## src/rtl/unified_mem_arbiter.sv

```systemverilog
// rtl/unified_mem_arbiter.sv - shares one memory port between the fetch and data requesters
// Data requests win ties unless fetch has lost STARVE_LIMIT grants in a row.
module unified_mem_arbiter #(
   parameter int STARVE_LIMIT = 4
) (
   input  logic        clk,
   input  logic        rst,
   input  logic [31:0] imem_addr,
   input  logic [3:0]  imem_rmask,
   output logic [31:0] imem_rdata,
   output logic        imem_resp,
   input  logic [31:0] dmem_addr,
   input  logic [3:0]  dmem_rmask,
   input  logic [3:0]  dmem_wmask,
   input  logic [31:0] dmem_wdata,
   output logic [31:0] dmem_rdata,
   output logic        dmem_resp,
   output logic [31:0] mem_addr,
   output logic [3:0]  mem_rmask,
   output logic [3:0]  mem_wmask,
   output logic [31:0] mem_wdata,
   input  logic [31:0] mem_rdata,
   input  logic        mem_resp,
   output logic        arb_err
);

   typedef enum logic [2:0] {IDLE, IBUSY, DBUSY, IRESP, DRESP} state_t;

   localparam logic [3:0] LIMIT = 4'(STARVE_LIMIT);

   state_t     state;
   logic [3:0] starve_cnt;
   logic       i_pend;
   logic       d_pend;
   logic       d_store;
   logic       d_win;

   assign i_pend  = |imem_rmask;
   assign d_store = |dmem_wmask;
   assign d_pend  = (|dmem_rmask) | d_store;
   assign d_win   = d_pend && !(i_pend && starve_cnt == LIMIT);

   always_ff @(posedge clk or negedge rst) begin
      if (!rst) begin
         state      <= IDLE;
         starve_cnt <= 4'd0;
         mem_addr   <= 32'd0;
         mem_rmask  <= 4'd0;
         mem_wmask  <= 4'd0;
         mem_wdata  <= 32'd0;
         imem_rdata <= 32'd0;
         dmem_rdata <= 32'd0;
         imem_resp  <= 1'b0;
         dmem_resp  <= 1'b0;
         arb_err    <= 1'b0;
      end else begin
         imem_resp <= 1'b0;
         dmem_resp <= 1'b0;
         case (state)
            IDLE: begin
               if (d_win) begin
                  state     <= DBUSY;
                  mem_addr  <= dmem_addr;
                  mem_wdata <= dmem_wdata;
                  mem_wmask <= dmem_wmask;
                  // A request carrying both masks is performed as a store
                  mem_rmask <= d_store ? 4'd0 : dmem_rmask;
                  if ((|dmem_rmask) && d_store) begin
                     arb_err <= 1'b1;
                  end
                  if (i_pend) begin
                     starve_cnt <= (starve_cnt < LIMIT) ? starve_cnt + 4'd1 : LIMIT;
                  end else begin
                     starve_cnt <= 4'd0;
                  end
               end else if (i_pend) begin
                  state      <= IBUSY;
                  mem_addr   <= imem_addr;
                  mem_rmask  <= imem_rmask;
                  mem_wmask  <= 4'd0;
                  mem_wdata  <= 32'd0;
                  starve_cnt <= 4'd0;
               end
            end
            IBUSY: begin
               if (mem_resp) begin
                  imem_rdata <= mem_rdata;
                  mem_rmask  <= 4'd0;
                  mem_wmask  <= 4'd0;
                  imem_resp  <= 1'b1;
                  state      <= IRESP;
               end
            end
            DBUSY: begin
               if (mem_resp) begin
                  dmem_rdata <= mem_rdata;
                  mem_rmask  <= 4'd0;
                  mem_wmask  <= 4'd0;
                  dmem_resp  <= 1'b1;
                  state      <= DRESP;
               end
            end
            IRESP:   state <= IDLE;
            DRESP:   state <= IDLE;
            default: state <= IDLE;
         endcase
      end
   end

endmodule

```

## config.mk

```make
export PLATFORM = sky130hd
export DESIGN_NAME = unified_mem_arbiter
export DESIGN_NICKNAME = d
export VERILOG_FILES = /design/src/rtl/unified_mem_arbiter.sv
export SDC_FILE = /design/constraint.sdc
export NUM_CORES = 1
export LEC_CHECK = 0
export ABC_AREA = 0
export CAP_MARGIN = 10
export CORE_MARGIN = 5
export CORE_UTILIZATION = 40
export DETAILED_ROUTE_END_ITERATION = 8
export GPL_ROUTABILITY_DRIVEN = 0
export PLACE_DENSITY = 0.78
export REMOVE_ABC_BUFFERS = 1
export SLEW_MARGIN = 5
export SYNTH_ARGS = -nofsm -noshare
export SYNTH_HDL_FRONTEND = slang
export SYNTH_SLANG_ARGS = --single-unit
```

## constraint.sdc

```tcl
create_clock -name clk -period 2.4 [get_ports clk]
set_input_delay 0.48 -clock clk [delete_from_list [all_inputs] [get_ports clk]]
set_output_delay 0.48 -clock clk [all_outputs]
set_load 0.05 [all_outputs]
```

==> impl_metrics.ini <==
[die]
start_util = 0.409
rows = 44
core_area_mm2 = 0.0145
io_pins = 282
die_h_um = 132
die_x_um = 132
die_area_mm2 = 0.0174

[worst_setup_path]
reg2reg_to = mem_addr[21]$_DFFE_PN0P_
cp_max_fo = 31
crit_type = input port to flop
reg2reg_setup_slack_ns = 0.60
cp_data_required_time_ns = 2.71
rr_startpoint = starve_cnt[0]$_DFFE_PN0P_
cp.arrival_ns = 2.44
critPathLaunchType = input port
reg2regPathDepth = 7
end_kind = flop

[synthesis]
post-synth-top-count-cell = dfrtp_1
avgSynthCellArea_um2 = 12.2
synth-seq-cells = 146
ys.flop_type = dfrtp_1
ys_seq_area_frac = 0.615
yosysTopAreaCell = dfrtp_1
synth_top_area_share = 0.615
netlist_top_cells_count = dfrtp_1, nand2_1, mux2_2
netlist_top_cells_area = dfrtp_1, mux2_2, nand2_1
async_reset_ff_frac = 1.00
synth_cells = 487
mappedNetlistArea_mm2 = 0.00594
synth_cell_types = 32
synth_edf_count = 0
yosys_warnings = 0

[pwr]
irDropWorstVdd_uv = 732
p_leak_uw = 0.00419
powerDensity_mw_per_mm2 = 1690

[min_path]
whs_path_depth = 2
min_to = mem_wdata[11]$_DFFE_PN0P_
hp-class = flop to flop
hp-start = mem_wdata[11]$_DFFE_PN0P_

[timing]
fin_tns_setup_ns = 0
slew_violations = 0
max_freq_mhz = 469
slew_headroom = 0.625
rsz0062_at_grt = no
fin_crit_ns = 2.13
worst_pin_slew_ns = 0.560
final_hold_viol_count = 0
finalSetupViolations = 0
fin_skew_ns = 0.00797
post-route-period-util = 0.888

[clocking]
clk_latency_ns = 0.41
cts.sinks = 146
root_buffer = clkbuf_16
cts.clk_slew.worst_paths_ns = 0.05
htreeDepth = 4
cts_tree = done
cts_made_buffers = 17
clock_path_buffers = 2

[cells_and_area]
fin_nets = 932
area_delta_synth_final_pct = 65.0
nFillCells = 1048
finalInstanceArea_mm2 = 0.00980
fin_cells = 985
drive_gt1_frac = 0.169

[placed_design]
place_hpwl_mm = 13.5
port_buffers = 281
place_area_mm2 = 0.00922
place_inst = 951

[detailed_routing]
drt_iter0_drc = 153
final_antenna_net_count = 0
route.detailed.drc = 0
drt_wl_total_mm = 17.2
wl_per_cell_um = 17.4
drt-pass1-iter-count = 4
vias = 4839
vias_per_cell = 4.91

[grt]
grt_pass1_wl_mm = 27.8
grt_max_degree = 56
antenna_found_initial = 1
grt_usage = 0.199
grt_pass1_vias = 5173
grt-ovfl-total = 0

[outcome]
status = complete, no violations

[flow_run]
maxCapViolations = 0
how the worst max path moves through the flow:
stage	startpoint	endpoint	slack [ns]	cells past startpoint
6_report	dmem_wmask[0]	mem_wdata[12]$_DFFE_PN0P_	0.27	8
5_1_grt	dmem_wmask[0]	mem_wdata[12]$_DFFE_PN0P_	0.15	8
4_1_cts	mem_wdata[16]$_DFFE_PN0P_	mem_wdata[16]	0.26	1
3_5_place_dp	dmem_wmask[0]	mem_wdata[31]$_DFFE_PN0P_	-0.15	7
3_3_place_gp	dmem_rmask[1]	mem_wmask[1]$_DFFE_PN0P_	-0.1	7
2_1_floorplan	dmem_rmask[1]	mem_wmask[0]$_DFFE_PN0P_	-3.73	4
layout by cell type, fill, tap and decap left out, types with 5 or more instances in the layout:
master           count
clkdlybuf4s50_1    280
mux2_2              65
mux2i_1             32
buf_4               23
o21ai_0             34
o21ai_1             30
nand2_1             98
clkbuf_16           17
a22o_1               5
buf_12              10
dfrtp_1            146
flip-flops by register name, summed over array words and instances, names as in the netlist:
signal,flops
dmem_rdata,32
imem_rdata,32
mem_addr,32
mem_wdata,32
mem_rmask,4
mem_wmask,4
starve_cnt,4
state,3
arb_err,1
dmem_resp,1
imem_resp,1
routing by layer:
metal	vias up	share of wire	GRT usage
li1	2293	-	-
met1	2289	0.41	0.239
met2	240	0.48	0.327
met3	17	0.095	0.0782
met4	0	0.018	0.0726
met5	-	0	0
cells by family after synthesis:
| group | share of synthesized area |
|---|---|
| buf+inv | 0.0343 |
| compound gates | 0.0910 |
| simple gates | 0.0763 |
| mux | 0.177 |
| flops | 0.615 |
| fa+ha+maj | 0.00590 |
final cells by class:
class	count	area [µm²]	share of cell area
diodes	1	2.50	0.000255
clock buffers	21	470	0.0480
clock inverters	11	103	0.0105
inverters	4	15.0	0.00153
multi-input cells	303	2130	0.217
flip-flops and latches	146	3650	0.373
well taps	184	230	0.0235
repair buffers	315	3200	0.326
metrics by stage:
stage          hold WS [ns]  setup WS [ns]  total power, µW  utilization
2_1_floorplan         0.184          -3.73            10400            -
3_5_place_dp          0.439         -0.150            14200        0.634
6_report              0.478          0.268            16500        0.674
5_1_grt               0.504          0.154            17400        0.674
4_1_cts               0.484          0.257            16700        0.674
3_3_place_gp          0.429        -0.0958            13900        0.634
worst max-delay path, cell delays in order:
cell and delay (ns):
clkdlybuf4s50_1 0.42, or4_1 0.54, buf_4 0.19, o31ai_4 0.28, buf_12 0.19, buf_12 0.17
nand2_1 0.07, o21ai_0 0.09
power breakdown:
| group | leakage (µW) | internal [µW] | switching, µW | total [µW] |
|---|---|---|---|---|
| sequential | 0.00180 | 3660 | 673 | 4340 |
| clock | 0.000276 | 1510 | 1010 | 2520 |
| combinational | 0.00211 | 3560 | 6110 | 9670 |
| total | 0.00419 | 8740 | 7790 | 16500 |
what timing repair did:
item,4_1_cts,5_1_grt
hold buffers,1,0
endpoints found under the setup margin,0,0
buffers inserted,0,0
gates resized for setup,0,0
endpoints found under the hold margin,10,0
(Power assumes the default switching activity.)
